===== config.mk =====
export PLATFORM = sky130hd
export DESIGN_NAME = gem_sync_mon_n
export DESIGN_NICKNAME = d
export VERILOG_FILES = /design/src/rtl/gem_sync_mon_n.sv
export SDC_FILE = /design/constraint.sdc
export NUM_CORES = 1
export LEC_CHECK = 0
export ABC_AREA = 1
export BUFFER_PORTS_ARGS = -buffer_cell sky130_fd_sc_hd__buf_2
export CAP_MARGIN = 5
export CORE_MARGIN = 5
export CORE_UTILIZATION = 50
export CTS_CLUSTER_DIAMETER = 60
export DETAILED_ROUTE_END_ITERATION = 16
export PLACE_DENSITY = 0.72
export SETUP_SLACK_MARGIN = 0.15
export SLEW_MARGIN = 10
export SYNTH_ARGS = -nofsm -noshare
export SYNTH_HDL_FRONTEND = slang
export SYNTH_SLANG_ARGS = --single-unit

===== constraint.sdc =====
create_clock -name clock -period 5.4 [get_ports clock]
set_input_delay 0.54 -clock clock [delete_from_list [all_inputs] [get_ports clock]]
set_output_delay 0.54 -clock clock [all_outputs]
set_load 0.05 [all_outputs]

===== src/rtl/gem_sync_mon_n.sv =====
// GEM link sync monitor: per-fiber frame-separator lock FSM with hysteresis,
// per-OH and cross-OH K-char agreement, sticky loss flags and error counters.
module gem_sync_mon_n #(
    parameter int  NFIBERS       = 4,
    parameter int  FIBERS_PER_OH = 2,
    parameter int  LOCK_THRESH   = 8,
    parameter int  UNLOCK_THRESH = 4,
    parameter int  CNT_BITS      = 16,
    localparam int NOH           = NFIBERS / FIBERS_PER_OH
) (
    input  logic                        clock,
    input  logic                        global_reset,
    input  logic                        ttc_resync,
    input  logic [8*NFIBERS-1:0]        kchar,
    input  logic [NFIBERS-1:0]          fiber_enable,
    input  logic [NFIBERS-1:0]          link_good,
    input  logic [NOH-1:0]              oh_overflow,
    input  logic [NOH-1:0]              oh_bc0marker,
    input  logic [NOH-1:0]              oh_resyncmarker,
    input  logic [NOH-1:0]              oh_sync_done,
    input  logic [4*NOH-1:0]            oh_rxd_delay,
    input  logic                        err_cnt_clr,
    output logic [NFIBERS-1:0]          fiber_locked,
    output logic [NOH-1:0]              oh_synced,
    output logic [NOH-1:0]              oh_lostsync,
    output logic                        all_synced,
    output logic                        all_lostsync,
    output logic [CNT_BITS*NFIBERS-1:0] err_cnt
);

    localparam logic [7:0] LOCK_T   = 8'(LOCK_THRESH);
    localparam logic [7:0] UNLOCK_T = 8'(UNLOCK_THRESH);
    localparam logic [7:0] SEP_BC   = 8'hBC;
    localparam logic [7:0] SEP_F7   = 8'hF7;
    localparam logic [7:0] SEP_FB   = 8'hFB;
    localparam logic [7:0] SEP_FD   = 8'hFD;
    localparam logic [CNT_BITS-1:0] CNT_ONE = {{(CNT_BITS-1){1'b0}}, 1'b1};

    typedef enum logic [1:0] {HUNT, VERIFY, LOCKED, FADE} state_t;

    function automatic logic in_table(input logic [7:0] k);
        return (k == SEP_BC) || (k == SEP_F7) || (k == SEP_FB) || (k == SEP_FD);
    endfunction

    function automatic logic [7:0] next_sep(input logic [7:0] k);
        logic [7:0] n;
        case (k)
            SEP_BC:  n = SEP_F7;
            SEP_F7:  n = SEP_FB;
            SEP_FB:  n = SEP_FD;
            default: n = SEP_BC;
        endcase
        return n;
    endfunction

    function automatic logic [CNT_BITS-1:0] sat_inc(input logic [CNT_BITS-1:0] v);
        return (&v) ? v : v + CNT_ONE;
    endfunction

    logic                rst;
    logic [NOH-1:0]      marker;
    logic [NOH-1:0]      done_dly;
    logic [15:0]         done_sr [NOH];
    logic [NFIBERS-1:0]  lg_d1;
    logic [NFIBERS-1:0]  lg_d2;
    logic [7:0]          kc      [NFIBERS];
    logic [NFIBERS-1:0]  skip;
    logic [NFIBERS-1:0]  tab;
    logic [NFIBERS-1:0]  bad;
    logic [NFIBERS-1:0]  locked_now;
    state_t              state_q [NFIBERS];
    state_t              state_d [NFIBERS];
    logic [7:0]          cnt_q   [NFIBERS];
    logic [7:0]          cnt_d   [NFIBERS];
    logic [7:0]          exp_q   [NFIBERS];
    logic [7:0]          exp_d   [NFIBERS];
    logic [CNT_BITS-1:0] err_q   [NFIBERS];
    logic [NOH-1:0]      has_en;
    logic [7:0]          first_k [NOH];
    logic [NOH-1:0]      oh_insync;
    logic                all_insync;

    assign rst = global_reset | ttc_resync;

    always_comb begin
        marker   = '0;
        done_dly = '0;
        for (int j = 0; j < NOH; j++) begin
            marker[j]   = oh_overflow[j] | oh_bc0marker[j] | oh_resyncmarker[j];
            done_dly[j] = done_sr[j][oh_rxd_delay[4*j +: 4]];
        end
    end

    // sync_done delay line and link-good history are free-running samples
    always_ff @(posedge clock) begin
        for (int j = 0; j < NOH; j++) begin
            done_sr[j] <= {done_sr[j][14:0], oh_sync_done[j]};
        end
        lg_d1 <= link_good;
        lg_d2 <= lg_d1;
    end

    always_comb begin
        for (int i = 0; i < NFIBERS; i++) begin
            kc[i]         = kchar[8*i +: 8];
            locked_now[i] = (state_q[i] == LOCKED) || (state_q[i] == FADE);
        end
    end

    // Per-fiber separator check and lock FSM next state
    always_comb begin
        skip = '0;
        tab  = '0;
        bad  = '0;
        for (int i = 0; i < NFIBERS; i++) begin
            skip[i] = marker[i / FIBERS_PER_OH] | ~link_good[i] | ~lg_d2[i] | ~fiber_enable[i];
            tab[i]  = in_table(kc[i]);
            bad[i]  = ~skip[i] & ~(tab[i] & (kc[i] == exp_q[i]));

            // a marker cycle still consumes one separator slot
            exp_d[i] = exp_q[i];
            if (~skip[i] | marker[i / FIBERS_PER_OH]) begin
                exp_d[i] = tab[i] ? next_sep(kc[i]) : next_sep(exp_q[i]);
            end

            state_d[i] = state_q[i];
            cnt_d[i]   = cnt_q[i];
            if (~skip[i]) begin
                case (state_q[i])
                    HUNT: begin
                        if (tab[i]) begin
                            if (LOCK_T <= 8'd1) begin
                                state_d[i] = LOCKED;
                            end else begin
                                state_d[i] = VERIFY;
                                cnt_d[i]   = 8'd1;
                            end
                        end
                    end
                    VERIFY: begin
                        if (bad[i]) begin
                            state_d[i] = HUNT;
                        end else begin
                            cnt_d[i] = cnt_q[i] + 8'd1;
                            if (cnt_d[i] >= LOCK_T) state_d[i] = LOCKED;
                        end
                    end
                    LOCKED: begin
                        if (bad[i]) begin
                            if (UNLOCK_T <= 8'd1) begin
                                state_d[i] = HUNT;
                            end else begin
                                state_d[i] = FADE;
                                cnt_d[i]   = 8'd1;
                            end
                        end
                    end
                    FADE: begin
                        if (bad[i]) begin
                            cnt_d[i] = cnt_q[i] + 8'd1;
                            if (cnt_d[i] >= UNLOCK_T) state_d[i] = HUNT;
                        end else begin
                            state_d[i] = LOCKED;
                        end
                    end
                    default: state_d[i] = HUNT;
                endcase
            end
        end
    end

    always_ff @(posedge clock) begin
        if (rst) begin
            for (int i = 0; i < NFIBERS; i++) begin
                state_q[i] <= HUNT;
                cnt_q[i]   <= 8'd0;
                exp_q[i]   <= SEP_BC;
                err_q[i]   <= '0;
            end
            fiber_locked <= '0;
        end else begin
            for (int i = 0; i < NFIBERS; i++) begin
                state_q[i]      <= state_d[i];
                cnt_q[i]        <= cnt_d[i];
                exp_q[i]        <= exp_d[i];
                fiber_locked[i] <= (state_d[i] == LOCKED) || (state_d[i] == FADE);
                if (err_cnt_clr) begin
                    err_q[i] <= '0;
                end else if (bad[i] && locked_now[i]) begin
                    err_q[i] <= sat_inc(err_q[i]);
                end
            end
        end
    end

    always_comb begin
        err_cnt = '0;
        for (int i = 0; i < NFIBERS; i++) begin
            err_cnt[CNT_BITS*i +: CNT_BITS] = err_q[i];
        end
    end

    // Per-OH agreement among enabled, participating fibers
    always_comb begin : oh_cmp
        logic       found;
        logic       ok;
        logic [7:0] rk;
        int         idx;
        has_en    = '0;
        oh_insync = '0;
        found     = 1'b0;
        ok        = 1'b1;
        rk        = 8'h00;
        idx       = 0;
        for (int j = 0; j < NOH; j++) begin
            first_k[j] = 8'h00;
            found      = 1'b0;
            ok         = 1'b1;
            rk         = 8'h00;
            for (int f = 0; f < FIBERS_PER_OH; f++) begin
                idx = j * FIBERS_PER_OH + f;
                if (fiber_enable[idx]) begin
                    if (!has_en[j]) first_k[j] = kc[idx];
                    has_en[j] = 1'b1;
                    if (!skip[idx]) begin
                        if (!locked_now[idx] || bad[idx]) ok = 1'b0;
                        if (!found) begin
                            found = 1'b1;
                            rk    = kc[idx];
                        end else if (kc[idx] != rk) begin
                            ok = 1'b0;
                        end
                    end
                end
            end
            oh_insync[j] = ~has_en[j] | marker[j] | ok;
        end
    end

    always_comb begin : all_cmp
        logic       found;
        logic       ok;
        logic [7:0] rk;
        found = 1'b0;
        ok    = 1'b1;
        rk    = 8'h00;
        for (int j = 0; j < NOH; j++) begin
            if (!oh_insync[j]) ok = 1'b0;
            if (has_en[j]) begin
                if (!found) begin
                    found = 1'b1;
                    rk    = first_k[j];
                end else if (first_k[j] != rk) begin
                    ok = 1'b0;
                end
            end
        end
        all_insync = ok | (|marker);
    end

    // Registered sync status; held benign until the delayed sync_done arrives
    always_ff @(posedge clock) begin
        for (int j = 0; j < NOH; j++) begin
            if (rst || !done_dly[j]) begin
                oh_synced[j]   <= 1'b1;
                oh_lostsync[j] <= 1'b0;
            end else begin
                oh_synced[j]   <= oh_insync[j];
                oh_lostsync[j] <= oh_lostsync[j] | ~oh_insync[j];
            end
        end
        if (rst || !(&done_dly)) begin
            all_synced   <= 1'b1;
            all_lostsync <= 1'b0;
        end else begin
            all_synced   <= all_insync;
            all_lostsync <= all_lostsync | ~all_insync;
        end
    end

endmodule


==> results.md <==
Clock tree:
- TritonCTS built the clock tree.
- Clock-pin slew was measured on the worst setup and hold paths at about 0.070 ns.
- The clock latency at the later pin of the worst-skew pair is around 0.42 ns.
- The number of cells upsized or downsized after cts is 0.
- The clock net in this run drives a total of 170 sinks.
- The number of buffers added by the clock tree synthesis step is 17.
- The deepest level of the CTS H-tree is 4.
- In this run the clock root is driven by a sky130_fd_sc_hd__clkbuf_16.
- For this design, the CTS-stage hold fixing added 0 buffers.
- After clock tree synthesis, the setup repair step added 0 buffers.
- The number of buffers between clock root and the deepest sink is 2.

Global route:
- The number of antenna violations at the first check in global routing is 0.
- The overall track demand over capacity in global routing is between 10% and 20%.
- Entering global routing, the biggest net connects 31 pins.
- The total overflow reported by the global router is 0.
- The via count of the first global-routing pass came to approximately 8000.
- The global-route wire length before repair is 36300 um.

Power and ir drop:
- The total power after layout is around 0.0029 W.
- VDD sags by at most 0.230 mV.
- Power spread over the standard cell area amounts to ~260 nW/um2.
- The static leakage power is about 5.0 nW.

Critical path:
- The most critical setup path has its startpoint at err_q[2][0].
- The largest fanout of any net on the critical path is 16.
- The setup slack on the worst flop-to-flop path is roughly 2.7 ns.
- The type of origin of the critical path is a flip-flop.
- The startpoint of the lowest-slack register-to-register path is err_q[2][0].
- Data on the critical path is required at its endpoint by between 5 and 6 ns.
- STA puts the critical path data arrival time at between 2 and 3 ns.
- In this run the critical register-to-register path is captured at err_q[2][12].
- The critical path is of the flip-flop to flip-flop type.
- The depth of the worst register-to-register path is 14.
- The nature of the critical path endpoint is a flip-flop.
- The most critical setup path has its endpoint at err_q[2][12].

Synthesis:
- The mux cell area share after synthesis is 0%.
- The synthesized netlist cell count is about 1300.
- The synthesized design contains 170 register bits.
- The number of nets in the synthesized netlist is between 1000 and 1500.
- After synthesis, the mean cell area works out to approximately 7.3 um2.
- The synthesis warning total is 0.
- The mapped netlist covers 9660 um2.
- The synthesized netlist devotes ~3.8% of its cell area to XOR and XNOR gates.
- The number of library cell types mapped by synthesis is 51.
- The proportion of synthesized chip area in sequential cells is a little over two fifths.
- The largest family of logic cells by synthesized area is simple AND/OR/NAND/NOR gates.
- The share of the synthesized area in compound gates (AO/OA/AOI/OAI) is between 10% and 20%.
- The adder-cell area share of the yosys netlist is around 1.6%.
- The fraction of the mapped netlist area in simple logic gates is around a third.

Timing:
- The final count of pins violating max slew came to 0.
- The clock period minus worst slack is 2.72 ns.
- The clock arrives with about 0.011 ns of skew.
- The normalized max-slew margin is between 40% and 50%.
- The setup TNS after final layout is 0 ns.
- The count of final hold-check violations came to 0.
- Timing would allow up to about 370 MHz.
- Setup repair after global routing left no endpoint under its margin.
- The worst-margin pin slew is 0.802 ns.
- The final critical-path share of the clock period is roughly half.
- Across all setup checks in the final design, the least slack found is between 2 and 3 ns.
- Setup violations remaining at the end of the flow were counted as 0.

Floorplan:
- The floorplan step defined a die boundary enclosing about 22000 um2.
- The initial utilization of the core area, before any placement, comes to 51.3%.
- The placeable core region is about 19000 um2.
- The vertical extent of the die is between 100 and 150 um.
- During I/O placement, the number of pins put on the boundary was 134.
- The row count is 50.
- The die is between 100 and 150 um wide.

Placement:
- Summed over all nets, the half-perimeter wirelength after detailed placement is around 16000 um.
- The instance count after placement with tap cells included is 1689.
- Prior to clock tree synthesis, the placed netlist has a worst setup slack of ~2.5 ns.
- Routability-driven placement finished with a final weighted congestion of 0.901.
- The count of buffers added on input and output ports is between 100 and 150.

Final layout:
- Counting the fill cells in the layout gives 1773.
- From synthesis to final layout, the design area changed by 14.8%.
- In the final design database the tool counted between 1500 and 2000 nets.
- The share of cells above drive strength 1 is around 15%.
- The core utilization of the finished layout is about three fifths.
- The count of inserted antenna diode cells is 0.
- The count of cells in the finished layout, fillers not included, comes to 1720.

Detailed routing:
- The total number of vias is 8700.
- The count of unresolved DRC violations after routing is 0.
- The highest layer touched by signal routing is met4.
- The number of detailed-route iterations in the first pass is 5.
- In the routed layout, each cell is associated on average with a via count of between 5 and 6.
- The detail route stage leaves a number of antenna-violating nets equal to 0.
- For this block, the routed nets add up to 21300 um of wire.
- The routed design uses approximately 1200 um of met3 wire.
- The routed wire length per instance is 12.4 um.
- The initial DRC count is ~480.
- For this block, wires on met1 add up to around 10000 um.
- The routed length on met2 is 9470 um.

Min path:
- The tightest min-delay check is of the input port to flip-flop type.

Run status:
- The flow ran to the end, and the final reports show no timing, DRC or antenna violations.

Job:
- Across the run, the number of max-cap violations was 0.
[critical path, cell delays in order, from the launching register on]
cell                       delay (ns)
sky130_fd_sc_hd__edfxtp_1        0.40
sky130_fd_sc_hd__ha_1            0.19
sky130_fd_sc_hd__nand2_1         0.06
sky130_fd_sc_hd__nor2_1          0.09
sky130_fd_sc_hd__inv_1           0.05
sky130_fd_sc_hd__nor2_1          0.13
sky130_fd_sc_hd__nand2_1         0.09
sky130_fd_sc_hd__inv_1           0.08
sky130_fd_sc_hd__nand2_1         0.05
sky130_fd_sc_hd__nor2_1          0.14
sky130_fd_sc_hd__nand3_1         0.12
sky130_fd_sc_hd__nor2_1          0.18
sky130_fd_sc_hd__nand3_1         0.14
sky130_fd_sc_hd__o21ai_0         0.17
sky130_fd_sc_hd__nand2_1         0.42
[how the worst min path moves through the flow]
stage | start | end | slack, ns | depth (start not counted)
floorplan | lg_d1[0] | lg_d2[0] | 0.31 | 0
detailed placement | lg_d1[1] | lg_d2[1] | 0.31 | 0
global placement | lg_d1[1] | lg_d2[1] | 0.31 | 0
CTS | oh_sync_done[1] | done_sr[0][16] | 0.19 | 1
global route | oh_sync_done[0] | done_sr[0][0] | 0.20 | 1
finish | oh_sync_done[1] | done_sr[0][16] | 0.21 | 1
[routing by layer]
layer,GRT usage [%],vias to the layer above
li1,-,4579
met1,26.5,3870
met5,0,-
met4,5.31,0
met3,3.34,26
met2,31.9,225
[Yosys cell counts (all sizes together)]
library cell | count | area, um2
o31ai | 1 | 7.51
o311ai | 2 | 17.5
a21oi | 61 | 320
nand4 | 28 | 188
o221ai | 3 | 26.3
xor2 | 26 | 228
o211ai | 12 | 90.1
and3 | 4 | 25.0
nor4 | 6 | 37.5
dfxtp | 106 | 2120
nor2 | 187 | 777
nand3 | 95 | 518
inv | 191 | 717
nand3b | 7 | 52.6
edfxtp | 64 | 1920
or2 | 4 | 25.0
and2 | 1 | 6.26
a221oi | 2 | 17.5
a31oi | 7 | 43.8
o221a | 1 | 11.3
nor3 | 30 | 171
a211oi | 12 | 113
o21ai | 70 | 350
o21bai | 2 | 15.0
o21a | 3 | 22.5
clkbuf | 8 | 30.0
nand2 | 320 | 1240
a41oi | 1 | 8.76
o22ai | 2 | 12.5
ha | 12 | 150
xnor2 | 16 | 140
nor3b | 16 | 125
buf | 19 | 130
[kinds of logic after synthesis]
logic type,count (synthesis)
buf+inv,218
compound gates,179
flops,170
xor+xnor,42
fa+ha+maj,12
simple gates,698
[cell usage in the layout (no fill, tap or decap), types with 3 or more instances in the layout]
cell type                   Yosys  final
sky130_fd_sc_hd__xor2_1        26     26
sky130_fd_sc_hd__a211oi_1       9      9
sky130_fd_sc_hd__inv_6          0      6
sky130_fd_sc_hd__nand3_1       88     88
sky130_fd_sc_hd__nand2_2       11     11
sky130_fd_sc_hd__nor3_1        27     27
sky130_fd_sc_hd__nor3b_1       15     15
sky130_fd_sc_hd__ha_1          12     12
sky130_fd_sc_hd__edfxtp_1      64     64
sky130_fd_sc_hd__inv_2          6      6
sky130_fd_sc_hd__nand4_1       26     26
sky130_fd_sc_hd__nand3_2        6      6
sky130_fd_sc_hd__buf_2         11    133
sky130_fd_sc_hd__nor2_4         7      7
sky130_fd_sc_hd__inv_1        185    186
sky130_fd_sc_hd__nor2_1       171    170
sky130_fd_sc_hd__nor4_1         6      6
sky130_fd_sc_hd__nand3b_1       7      7
sky130_fd_sc_hd__buf_4          2      4
sky130_fd_sc_hd__a21oi_1       59     59
sky130_fd_sc_hd__clkbuf_16      0     17
sky130_fd_sc_hd__o21ai_0       70     69
sky130_fd_sc_hd__o221ai_1       3      3
sky130_fd_sc_hd__or2_2          4      4
sky130_fd_sc_hd__a31oi_1        7      7
sky130_fd_sc_hd__and3_1         4      4
sky130_fd_sc_hd__nand2_1      308    308
sky130_fd_sc_hd__o21a_1         3      3
sky130_fd_sc_hd__nor2_2         9     10
sky130_fd_sc_hd__xnor2_1       16     16
sky130_fd_sc_hd__o211ai_1      12     12
sky130_fd_sc_hd__dfxtp_1      106    106
[layout make-up]
type	instances	area [um2]	area share (%)
Clock buffer	19	453	4.08
Sequential cell	170	4040	36.5
Inverter	191	717	6.47
Clock inverter	12	110	0.993
Multi-Input combinational cell	931	4740	42.8
Tap cell	260	325	2.93
Timing Repair Buffer	137	696	6.27
[per-stage QoR]
stage	instance area [um2]	hold slack, ns
2_1_floorplan	9660	0.310
3_5_place_dp	10500	0.313
5_1_grt	11100	0.199
4_1_cts	11100	0.195
6_report	11100	0.213
3_3_place_gp	10500	0.311
[power by group]
part | switching, W | leakage [nW] | internal, W | total (W)
Combinational | 0.000199 | 3.15 | 0.0000854 | 0.000284
Clock | 0.000516 | 0.283 | 0.000663 | 0.00118
Sequential | 0.0000333 | 1.62 | 0.00137 | 0.00140
[state kept, by name, summed over array words and instances, names as in the netlist]
signal	flops
err_q	64
cnt_q	32
done_sr	32
exp_q	16
state_q	8
fiber_locked	4
lg_d1	4
lg_d2	4
oh_lostsync	2
oh_synced	2
all_lostsync	1
all_synced	1
Note: power is estimated with default switching activity, not from simulation.
